`config.mk`:
```
export PLATFORM = sky130hd
export DESIGN_NAME = mips_multicycle_ctrl
export DESIGN_NICKNAME = d
export VERILOG_FILES = /design/src/rtl/mips_multicycle_ctrl.sv
export SDC_FILE = /design/constraint.sdc
export NUM_CORES = 1
export LEC_CHECK = 0
export CELL_PAD_IN_SITES_DETAIL_PLACEMENT = 0
export CELL_PAD_IN_SITES_GLOBAL_PLACEMENT = 2
export CORE_MARGIN = 2
export CORE_UTILIZATION = 18
export CTS_CLUSTER_DIAMETER = 120
export DETAILED_ROUTE_END_ITERATION = 7
export GPL_TIMING_DRIVEN = 0
export MAX_ROUTING_LAYER = met4
export PLACE_DENSITY = 0.93
export SETUP_SLACK_MARGIN = 0.15
export SYNTH_ARGS = -nofsm -noshare
export SYNTH_HDL_FRONTEND = slang
export SYNTH_SLANG_ARGS = --single-unit
```
`constraint.sdc`:
```
create_clock -name clk -period 1.8 [get_ports clk]
set_clock_uncertainty 0.05 [all_clocks]
set_input_delay 0.27 -clock clk [delete_from_list [all_inputs] [get_ports clk]]
set_output_delay 0.27 -clock clk [all_outputs]
set_load 0.005 [all_outputs]
```
`src/rtl/mips_multicycle_ctrl.sv`:
```
// Main control FSM of the multicycle MIPS core: sequences memory, IR, register
// file, ALU and PC updates per instruction, stalling on mem_ready.
module mips_multicycle_ctrl #(
  parameter bit RESET_PC_WRITE = 1'b0
) (
  input  logic       clk,
  input  logic       rst_n,
  input  logic [5:0] opcode,
  input  logic       zero,
  input  logic       mem_ready,
  output logic       pc_write,
  output logic       pc_write_cond,
  output logic       i_or_d,
  output logic       mem_read,
  output logic       mem_write,
  output logic       ir_write,
  output logic       mem_to_reg,
  output logic       reg_dst,
  output logic       reg_write,
  output logic       alu_src_a,
  output logic [1:0] alu_src_b,
  output logic [1:0] alu_op,
  output logic [1:0] pc_source,
  output logic       illegal_op,
  output logic [3:0] state_dbg
);

  typedef enum logic [3:0] {
    S_INIT = 4'd0,
    FETCH  = 4'd1,
    DECODE = 4'd2,
    MEMADR = 4'd3,
    MEMRD  = 4'd4,
    MEMWB  = 4'd5,
    MEMWR  = 4'd6,
    EXEC   = 4'd7,
    ALUWB  = 4'd8,
    BRANCH = 4'd9,
    JUMP   = 4'd10,
    ADDIEX = 4'd11,
    ADDIWB = 4'd12
  } state_e;

  localparam logic [5:0] OP_LW    = 6'b100011;
  localparam logic [5:0] OP_SW    = 6'b101011;
  localparam logic [5:0] OP_RTYPE = 6'b000000;
  localparam logic [5:0] OP_BEQ   = 6'b000100;
  localparam logic [5:0] OP_J     = 6'b000010;
  localparam logic [5:0] OP_ADDI  = 6'b001000;

  state_e state_q, state_d;

  // The zero flag gates pc_write_cond in the datapath, not here.
  logic unusedZero;
  assign unusedZero = zero;

  assign state_dbg = state_q;

  always_ff @(posedge clk or negedge rst_n) begin
    if (!rst_n) state_q <= S_INIT;
    else        state_q <= state_d;
  end

  always_comb begin
    state_d       = state_q;
    pc_write      = 1'b0;
    pc_write_cond = 1'b0;
    i_or_d        = 1'b0;
    mem_read      = 1'b0;
    mem_write     = 1'b0;
    ir_write      = 1'b0;
    mem_to_reg    = 1'b0;
    reg_dst       = 1'b0;
    reg_write     = 1'b0;
    alu_src_a     = 1'b0;
    alu_src_b     = 2'b00;
    alu_op        = 2'b00;
    pc_source     = 2'b00;
    illegal_op    = 1'b0;
    unique case (state_q)
      S_INIT: begin
        pc_write = RESET_PC_WRITE;
        state_d  = FETCH;
      end
      // A stalled fetch must neither load IR nor advance the PC.
      FETCH: begin
        mem_read  = 1'b1;
        alu_src_b = 2'b01;
        ir_write  = mem_ready;
        pc_write  = mem_ready;
        if (mem_ready) state_d = DECODE;
      end
      DECODE: begin
        alu_src_b = 2'b11;
        unique case (opcode)
          OP_LW, OP_SW: state_d = MEMADR;
          OP_RTYPE:     state_d = EXEC;
          OP_BEQ:       state_d = BRANCH;
          OP_J:         state_d = JUMP;
          OP_ADDI:      state_d = ADDIEX;
          default: begin
            illegal_op = 1'b1;
            state_d    = FETCH;
          end
        endcase
      end
      MEMADR: begin
        alu_src_a = 1'b1;
        alu_src_b = 2'b10;
        state_d   = (opcode == OP_LW) ? MEMRD : MEMWR;
      end
      MEMRD: begin
        mem_read = 1'b1;
        i_or_d   = 1'b1;
        if (mem_ready) state_d = MEMWB;
      end
      MEMWB: begin
        reg_write  = 1'b1;
        mem_to_reg = 1'b1;
        state_d    = FETCH;
      end
      MEMWR: begin
        mem_write = 1'b1;
        i_or_d    = 1'b1;
        if (mem_ready) state_d = FETCH;
      end
      EXEC: begin
        alu_src_a = 1'b1;
        alu_op    = 2'b10;
        state_d   = ALUWB;
      end
      ALUWB: begin
        reg_write = 1'b1;
        reg_dst   = 1'b1;
        state_d   = FETCH;
      end
      BRANCH: begin
        alu_src_a     = 1'b1;
        alu_op        = 2'b01;
        pc_write_cond = 1'b1;
        pc_source     = 2'b01;
        state_d       = FETCH;
      end
      JUMP: begin
        pc_write  = 1'b1;
        pc_source = 2'b10;
        state_d   = FETCH;
      end
      ADDIEX: begin
        alu_src_a = 1'b1;
        alu_src_b = 2'b10;
        state_d   = ADDIWB;
      end
      ADDIWB: begin
        reg_write = 1'b1;
        state_d   = FETCH;
      end
      default: state_d = FETCH;
    endcase
  end

endmodule

```
=== Word-level counts from Yosys, hierarchy flattened ===
Index checks and enable logic that the tools add are counted.

* Bits in registers: 4
* Word-level logic and storage cells: 51
* Input bits: 10

* Reductions and logical operators: 9
* Eq/ne operators: 20
* Muxes and demuxes: 21

{| class="wikitable"
|+ Operators with widths
! operator !! number
|-
| $pmux 4 s7 || 1
|-
| $eq 4x4->1 const B || 5
|-
| $pmux 4 s5 || 1
|-
| $eq 4x3->1 const B || 4
|-
| $eq 6x6->1 const B || 2
|-
| $mux 4 || 3
|-
| $mux 1 || 11
|-
| $eq 4x2->1 const B || 2
|-
| $pmux 2 s2 || 2
|-
| $reduce_or 2->1 || 4
|-
| $eq 6x2->1 const B || 1
|-
| $eq 6x3->1 const B || 1
|-
| $eq 6x4->1 const B || 1
|-
| $logic_not 6->1 || 1
|-
| $ne 2x2->1 const B || 3
|-
| $pmux 2 s3 || 1
|-
| $reduce_or 6->1 || 1
|-
| $eq 4x1->1 const B || 1
|-
| $reduce_or 4->1 || 1
|-
| $reduce_and 3->1 || 1
|-
| $reduce_or 3->1 || 1
|-
| $mux 2 || 1
|-
| $pmux 1 s2 || 1
|}

=== Longest topological paths before layout ===
Gate-level depths: netlist of run 1.

* Depth after elaboration: 4
* Depth in mapped cells: 5

=== Least setup slack after synthesis of run 1 ===
Ideal clock, no wire load.

* Kind: register -> output
* From: reg state_q[3], in the netlist state_dbg[3]
* To: out pc_source[0]
* Setup slack: 0.443 ns
* Arrival time: 1.037 ns
* Stages on the path, launching flop included: 5
* Required time: 1.480 ns
* Cell sequence: dfrtp_1 buf_2 nand2_1 nor2_1 buf_4

* Word-level cells in the longest chain between the ends: 2

{| class="wikitable"
|+ Ends and longest elaborated chain
! element !! line !! source
|-
| start: declaration || 51 || <nowiki>state_e state_q, state_d;</nowiki>
|-
| start signal: assignment || 61 || <nowiki>else state_q <= state_d;</nowiki>
|-
| $eq 4x4->1 || 80 || <nowiki>unique case (state_q)</nowiki>
|-
| $pmux 2 s2 (*) || 80 ||
|-
| end: declaration || 23 || <nowiki>output logic [1:0] pc_source,</nowiki>
|}

Every way passes the cells marked *; elsewhere a longest branch is shown, timed or not.

=== Final worst setup path of run 1 ===
* From: reg state_q[2], in the netlist state_dbg[2]
* To: out illegal_op

* Word-level cells in the longest chain between the ends: 2

{| class="wikitable"
|+ Ends and longest elaborated chain
! element !! line !! source
|-
| $eq 4x2->1 || 80 ||
|-
| $mux 1 || 80 ||
|-
| end: declaration || 24 || <nowiki>output logic illegal_op,</nowiki>
|}

No other way between the ends.

==> impl_metrics.tcl, run 1 <==
set metrics [dict create \
    status "complete, no violations" \
    std_cell_rows 19 \
    worstSetupStartpointType "flip-flop" \
    maxCapViolCount 0 \
    cp_slowest_cell "dfrtp_1" \
    fin_ws_ns 0.09510 \
    reg2reg_from "state_dbg[3]" \
    gr-total-overflow 0 \
    synth_xor_area_share_pct 1.768 \
    yosys.area_share.adder_pct 0 \
    start_util_pct 18.44 \
    root_buffer "clkbuf_4" \
    cts_buffer_depth 2 \
    coreArea_sq_um 2686 \
    synth_edf_count 0 \
    antenna_found_initial 0 \
    grt_pass1_wl_um 3118 \
    drc_errors 0 \
    grt_start_max_net_pins 9 \
    worst-path-buf-inv 4 \
    hold_path.class "in2async" \
    worstSkewPairLatency_ns 0.24 \
    synth.avg_cell_area_sq_um 6.606 \
    die_w_um 56.47 \
    critical_path_class "reg2out" \
    viasPerCell 4.823 \
    cp-startpoint "state_dbg[2]" \
    setup_violations 0 \
    slew_viol_final 0 \
    power_leakage_nw 0.5046 \
    ys_ff_latch 4 \
    syn_area_sq_um 495.5 \
    numCtsBuffers 3 \
    synthCells 75 \
    synthFlopType "dfrtp_1" \
    gp_congestion 0.7958 \
    area_growth_pct 118.2 \
    largest_reg_flops 4 \
    die_area_sq_um 3188 \
    ys_warn_count 0 \
    layout-drive-gt1-share_pct 49.61 \
    ioPinCount 31 \
    path_cells "buf_6, buf_6, buf_6, nor4_4, buf_2" \
    grt_pass1_vias 698 \
    path_clk_slew_ns 0.04 \
    cp-end-kind "output pin" \
    crit_top_cell "buf_6" \
    muxShareOfSynthArea_pct 0 \
    synth_compound_area_share_pct 27.53 \
    vias 762 \
    drt_iter0_markers 5 \
    power_w 0.001419 \
    min_period_over_period_pct 94.72 \
    synth_cell_types 29 \
    rsz0062_at_grt "true" \
    die_y_um 56.47 \
    cp_top_family "buffers and inverters" \
    synthArstFlopShare_pct 100.0 \
    synth_top_family_by_area "simple AND/OR/NAND/NOR gates" \
    post-route-util_pct 40.24 \
    period_minus_slack_ns 1.705 \
    synth_simple_gate_area_share_pct 40.91 \
    crit_arrival_ns 1.38 \
    h-tree-depth 1 \
    stdcell_area_sq_um 1081 \
    ctsHoldBuffers 0 \
    hold_violations 0 \
    fin_nets 139 \
    wire_per_inst_um 12.97 \
    worstPathRequired_ns 1.48 \
    tritoncts "done" \
    crit_fanout 4 \
    timing.hold.ws_ns 0.1908 \
    dp.final_hpwl_um 1274 \
    dr.pass1.iters 3 \
    place_area_sq_um 824.5 \
    synth_nets 85 \
    cpPeakStageDelay_ns 0.38 \
    pre_cts_slack_ns -0.5410 \
    drt_wl_total_um 2049 \
    worst_slew_pin_slew_ns 0.4006 \
    peakVddDrop_uv 531.4 \
    seq_area_frac_synth_pct 20.20 \
    detail-route-antenna-nets 0 \
    grt_usage_pct 12.59 \
    diodes 0 \
    clkSinkCount 4 \
    max-slew-margin-rel_pct 72.92 \
    p_per_area_nw_per_um2 1312 \
    fmax_mhz 586.5 \
    io_buffers 29 \
]
[layer usage]
layer  track usage, %  part of all wire (%)
met1            15.03                    43
met2            21.10                    50
met3            1.152                   4.6
met4            6.122                   1.5
met5                -                     0
[cell type report]
class                      count  area (sq um)
buffer                         5         52.55
clock buffer                   3         22.52
fill                         284          1605
inverter                       3         18.77
multi-input combinational     63         451.7
sequential                     4         103.9
tap                           31         38.79
timing repair buffer          49         392.9
[logic make-up (layout without fill, tap and decap cells)]
kind of cell	Yosys count	in the layout
and+or+nand+nor	40	40
buffers and inverters	8	60
xor gates and xnor gates	1	1
AOI/OAI and AO/OA	22	22
DFF	4	4
[report_power, final]
part,internal (W),total (W),leakage (nW),switching (W)
logic,0.000610,0.00113,0.443,0.000523
registers,0.000127,0.000172,0.0473,0.0000449
clock network,0.0000747,0.000113,0.0138,0.0000384
[Yosys cell counts (all sizes together) (3+ instances only)]
cell	number	area [sq um]
nor2	13	56.30
a21oi	9	45.04
nand2	9	33.78
buf	5	36.28
dfrtp	4	100.1
nand2b	4	25.02
nor3	4	20.02
o21ai	4	20.01
inv	3	11.26
[stage by stage]
step / TNS (ns) / instances
floorplan: 0 / 75
global placement: -1.358 / 135
detailed placement: -1.424 / 135
CTS: 0 / 152
global route: 0 / 158
finish: 0 / 158
[final timing paths]
kind | cells after the start | end | slack [ns]
max | 5 | illegal_op | 0.1
min | 1 | state_dbg[2] | 0.19
max reg2reg | 7 | state_dbg[1] | 0.21
min reg2reg | 3 | state_dbg[0] | 0.65
max in group asynchronous | 1 | state_dbg[0] | 1.32
min in group clk | 4 | state_dbg[2] | 0.46
[repair_timing]
action | CTS | global route
resized for setup | 80 | 16
pin swaps | 7 | 7
setup buffers | 14 | 6
setup endpoints to repair | 17 | 13
[layout by cell type, fill, tap and decap left out, types with 4 or more instances in the layout]
cell type / n
buf_4: 18
buf_6: 7
a21oi_1: 9
clkdlybuf4s50_1: 6
dlygate4sd2_1: 9
nand2_1: 4
buf_2: 7
nor2_1: 11
Power figures use the tool's default switching activity.
==> run 2: changes to the inputs <==
- CORE_UTILIZATION: 18 -> 15
- PLACE_DENSITY: 0.93 -> 0.84
- REMOVE_ABC_BUFFERS: unset -> 1
- clock period: 1.8 -> 1.4 ns (I/O delays scaled with it)
==> impl_metrics.tcl, run 2 (synthesized netlist as in run 1, its figures left out) <==
set metrics [dict create \
    dr.pass1.iters 4 \
    r2r_setup_slack_ns -0.06 \
    drc_errors 0 \
    violations "negative setup slack" \
    area_growth_pct 161.6 \
    place_inst 143 \
    fmax_mhz 629.7 \
    cp-end-kind "output pin" \
    grt_start_max_net_pins 8 \
    min_period_over_period_pct 113.4 \
    viasPerCell 4.611 \
    grt_pass1_vias 838 \
    power_leakage_nw 0.5728 \
    hold_path.class "in2async" \
    die_y_um 61.48 \
    ioPinCount 31 \
    dp.final_hpwl_um 1231 \
    die_w_um 61.48 \
    crit_arrival_ns 1.33 \
    root_buffer "clkbuf_4" \
    grt_usage_pct 14.06 \
    cp-endpoint "state_dbg[2]" \
    critical_path_class "reg2out" \
    start_util_pct 15.97 \
    detail-route-antenna-nets 0 \
    final_common_cell "buf_2" \
    std_cell_rows 20 \
    drt_wl_total_um 2500 \
    gp_congestion 0.8108 \
    cp-startpoint "state_dbg[2]" \
    period_minus_slack_ns 1.588 \
    peakVddDrop_uv 496.2 \
    crit_fanout 6 \
    r2r_end "state_dbg[1]" \
    worstPathRequired_ns 1.14 \
    grt_pass1_wl_um 3760 \
    max-slew-margin-rel_pct 71.48 \
    diodes 0 \
    numCtsBuffers 3 \
    reg2reg_from "state_dbg[2]" \
    top_layer "met4" \
    cp_top_family "buffers and inverters" \
    fin_cells 180 \
    drt_iter0_markers 25 \
    io_buffers 29 \
    pre_cts_slack_ns -0.8421 \
    path_depth 2 \
    finalSetupTns_ns -1.826 \
    final_cell_mix "19 x buf_2, 16 x buf_6, 16 x buf_4" \
    die_area_sq_um 3779 \
    timing.hold.ws_ns 0.1121 \
    clkSinkCount 4 \
    path_cells "buf_4, clkdlybuf4s50_1" \
    setup_violations 19 \
    drt-met1-wl_um 1002 \
    cpPeakStageDelay_ns 0.51 \
    fin_ws_ns -0.1880 \
    tritoncts "done" \
    slew_viol_final 0 \
    worst_slew_pin_slew_ns 0.4219 \
    gr-total-overflow 0 \
    worstSkewPairLatency_ns 0.24 \
    p_per_area_nw_per_um2 1775 \
    maxCapViolCount 0 \
    antenna_found_initial 0 \
    dr_wl_met3_um 120 \
    path_clk_slew_ns 0.04 \
    coreArea_sq_um 3103 \
    status "complete, but fails checks" \
    met2WireLength_um 1316 \
    layout-drive-gt1-share_pct 75.00 \
    h-tree-depth 1 \
    hold_violations 0 \
    rr_worst_depth 6 \
    wire_per_inst_um 13.89 \
    largest_reg_flops 4 \
    worst-path-buf-inv 2 \
    power_w 0.002300 \
    cts_buffer_depth 2 \
    fin_nets 148 \
    cp_slowest_cell "clkdlybuf4s50_1" \
    rsz0062_at_grt "true" \
    vias 830 \
    worstSetupStartpointType "flip-flop" \
]
## run 2: cell type report
type | instances | area (sq um)
clock buffers | 3 | 22.52
inverters | 3 | 18.77
repair buffers | 63 | 525.5
multi-input cells | 63 | 569.3
fillers | 332 | 1807
well taps | 44 | 55.05
flip-flops and latches | 4 | 105.1
## run 2: where the power goes
group	leakage (nW)	total, W	switching, W	internal, W
logic	0.513	0.00192	0.000891	0.00103
clock network	0.0138	0.000151	0.0000542	0.0000963
registers	0.0459	0.000230	0.0000649	0.000165
## run 2: how the worst min path moves through the flow
| stage | from | to | slack (ns) | depth (start not counted) |
|---|---|---|---|---|
| 2_1_floorplan | rst_n | state_dbg[0] | -0.14 | 0 |
| 3_3_place_gp | rst_n | state_dbg[0] | 0.37 | 1 |
| 3_5_place_dp | rst_n | state_dbg[1] | 0.37 | 1 |
| 4_1_cts | rst_n | state_dbg[0] | 0.12 | 1 |
| 5_1_grt | rst_n | state_dbg[3] | 0.12 | 1 |
| 6_report | rst_n | state_dbg[0] | 0.11 | 1 |
## run 2: worst register-to-register path, stage by stage (launching register included)
cell and delay [ns]:
dfrtp_2 0.43, buf_6 0.14, nor2_4 0.13, buf_6 0.11
and4_4 0.22, o21ai_2 0.06, a311oi_2 0.22
## run 2: routing by layer
metal / track usage [%] / vias up
met5: - / -
met4: 8.207 / 0
met3: 1.681 / 7
met1: 16.92 / 402
met2: 22.49 / 27
li1: - / 394
## run 2: per-stage QoR
step / cell area [sq um] / utilization [%]
global route: 1296 / 41.77
finish: 1296 / 41.77
floorplan: 459.2 / -
detailed placement: 804.5 / 25.93
global placement: 804.5 / 25.93
CTS: 1197 / 38.59
## run 2: what timing repair did
action / 4_1_cts / 5_1_grt
endpoints found under the setup margin: 25 / 23
gates cloned: 0 / 0
gates resized for setup: 143 / 23
buffers inserted: 30 / 4
pin swaps: 20 / 14
hold buffers: 0 / 0
==> run 3: changes to the inputs <==
- GPL_ROUTABILITY_DRIVEN: unset -> 0
==> results of run 3 <==
No change in the layout: final DEF, timing and power equal those of run 2.
==> RTL edit, RTL diff (settings of run 3) <==
The parameter `RESET_PC_WRITE` goes from 1'b0 to 1'b1.
--- a/src/rtl/mips_multicycle_ctrl.sv
+++ b/src/rtl/mips_multicycle_ctrl.sv
@@ -1,7 +1,7 @@
 // Main control FSM of the multicycle MIPS core: sequences memory, IR, register
 // file, ALU and PC updates per instruction, stalling on mem_ready.
 module mips_multicycle_ctrl #(
-  parameter bit RESET_PC_WRITE = 1'b0
+  parameter bit RESET_PC_WRITE = 1'b1
 ) (
   input  logic       clk,
   input  logic       rst_n,
Formal check against the unedited RTL: not equivalent (a bounded check fails within 4 cycles, from zero or initial values and one cycle with rst_n low).
==> RTL edit against run 3 <==
The run still ends with setup timing left. Cell area up 20%. Die area grew 10%. Worst setup slack worse by 0.085 ns. Total power up 24%. Sequential cell count stayed put. Global-route usage up 0.79 points. Sequential power grew 3%. Sequential share of layout area is 1.4 points lower. Non-clock buffer count up 25. Synthesized area grew 11%. Wire length grew 27%. Synthesized cell count is the same. Largest cell class is now buffers.
==> RTL edit: results (changes against run 3) <==
Parameter                              Value

Detailed routing
  Drt wl/cell    15.52 um (was 13.89 um)
  Iteration count of the initial detailed-routing pass    4 (unchanged)
  DRC violation total after the first TritonRoute iteration    15 (was 25)
  Average via count per standard cell    4.756 (was 4.611)

STA
  Count of final setup violators    23 (was 19)
  Final Worst Setup Slack    -0.2732 ns (was -0.1880 ns)
  Slew headroom    0.7916 (was 0.7148)

Synth
  Xor and xnor area share after synthesis    0.01595 (was 0.01768)
  Cell variety after synth    35 (was 29)
  Ranking of synthesized cells by instance count    10 x nor2_1, 6 x a21oi_1, 5 x buf_6, 5 x nand2_1, 5 x nand2b_1 (was 12 x nor2_1, 9 x a21oi_1, 9 x nand2_1)
  Post-synthesis compound-gate area fraction    0.2870 (was 0.2753)
  Most area-consuming cells after synthesis    dfrtp_1 18%, buf_6 10%, nor2_1 6.8%, nand2b_1 5.7%, a21oi_1 5.5% (was dfrtp_1 20%, a21oi_1 9.1%, nor2_1 9.1%, nand2_1 6.8%, nand2b_1 5.1%)
  Sequential share of the synthesized area    0.1822 (was 0.2020)
  Yosys warns    0 (unchanged)
  Post-synth ARST share    1.000 (unchanged)
  Flop and latch count out of synthesis    4 (unchanged)
  Arithmetic-cell share of the synthesized area counting full adders, half adders and majority gates    0 (unchanged)

Global route
  Largest net degree at the start of global routing    9 (was 8)
  Global routing usage on met3    0.03472 (was 0.01681)
  First-pass GRT wire length    4.712 mm (was 3.760 mm)
  Met1 routing resource usage after global routing    0.1501 (was 0.1692)
  Global routing usage on met2    0.2682 (was 0.2249)
  Global-route total usage across every layer    0.1485 (was 0.1406)
  Number of global-route vias before repair    1012 (was 838)

Layout
  Flip-flop count of the largest register, all copies and words added    4 (unchanged)
  Nets@finish    171 (was 148)
  Layout filler cell count    317 (was 332)
  Share of layout cells above drive strength 1    0.7799 (was 0.7500)

Clocking
  Clock-pin slew on the worst setup and hold paths    0.04 ns (about the same)
  Clk Latency, worst-skew pair    0.23 ns
  Clock tree root driver cell    clkbuf_4 (unchanged)

Worst setup path
  Worst Path Max Fanout    4 (was 6)
  Cell type group with the largest total delay on the critical path    flip-flops (was buffers and inverters)
  Endpoint arrival time on the critical path    1.41 ns (was 1.33 ns)
  Cell at the slowest stage of the critical path    dfrtp_2 (was clkdlybuf4s50_1)
  Slowest Stage Delay on Critical Path    0.43 ns (was 0.51 ns)

Status
  Violations in the final reports    setup timing (unchanged)
  Run status    finished with violations (unchanged)

Power
  Leakage power    0.7145 nW (was 0.5728 nW)
  Max VDD drop    0.5826 mV (was 0.4962 mV)

Place
  Total of buffers placed on input and output ports    29 (unchanged)
  Setup slack at placement    -0.7465 ns (was -0.8421 ns)
  Detailed placement HPWL    1.265 mm (was 1.231 mm)
## RTL edit: changes by cell type after synthesis, moves of 2 or more
cell     change
a21o_1       +2
a21oi_1      -3
buf_2        -2
buf_6        +4
inv_1        -2
nand2_1      -4
nor2_1       -2
nor3_1       -2
or2_1        +3
## RTL edit: final cells by class
class	instances	area share
clock buffers	3	0.01447
well taps	46	0.03698
repair buffers	88	0.5024
flip-flops and latches	4	0.06752
inverters	2	0.009646
multi-input cells	62	0.3690
## RTL edit: worst paths after layout
path	startpoint	endpoint	slack [ns]	depth (start not counted)
min in group clk	opcode[4]	state_dbg[3]$_DFFE_PN0P_	0.36	5
max in group asynchronous	rst_n	state_dbg[1]$_DFFE_PN0P_	0.99	1
worst max-delay path	state_dbg[2]$_DFFE_PN0P_	reg_write	-0.27	6
worst min-delay path	rst_n	state_dbg[2]$_DFFE_PN0P_	0.13	1
worst max register to register	state_dbg[1]$_DFFE_PN0P_	state_dbg[0]$_DFFE_PN0P_	-0.20	5
worst min register to register	state_dbg[2]$_DFFE_PN0P_	state_dbg[2]$_DFFE_PN0P_	0.77	3
## RTL edit: metrics by stage
| step | std cells | TNS (ns) | area (um2) |
|---|---|---|---|
| finish | 205 | -3.845 | 1556 |
| global route | 205 | -4.854 | 1556 |
| CTS | 192 | -1.935 | 1360 |
| detailed placement | 143 | -8.567 | 825.8 |
| global placement | 143 | -8.292 | 825.8 |
| floorplan | 68 | -0.1321 | 478.0 |
## RTL edit: kinds of logic after synthesis
group,count (synthesis)
and+or+nand+nor,37
AOI/OAI and AO/OA,24
buffers and inverters,9
DFF,4
xor gates and xnor gates,1
## RTL edit: layer usage
layer | wire (um) | up-vias
met5 | 0 | -
met4 | 63 | 0
met3 | 228 | 11
met2 | 1717 | 51
met1 | 1172 | 467
li1 | - | 446
## RTL edit: power breakdown
group          internal [mW]  total (mW)  switching [mW]
Sequential             0.166       0.238          0.0719
Combinational           1.45        2.48            1.03
Clock                 0.0956       0.139          0.0429
## RTL edit: worst reg2reg max path: cells and delay by family, from the launching register on
kind	cells	cell delay [ns]
compound gates	2	0.51
buf+inv	2	0.22
flops	1	0.41
simple gates	1	0.28
## RTL edit: repair_timing
item	CTS	global route
gates resized for setup	175	24
setup buffers	47	13
endpoints found under the setup margin	24	25
pin swaps	26	15
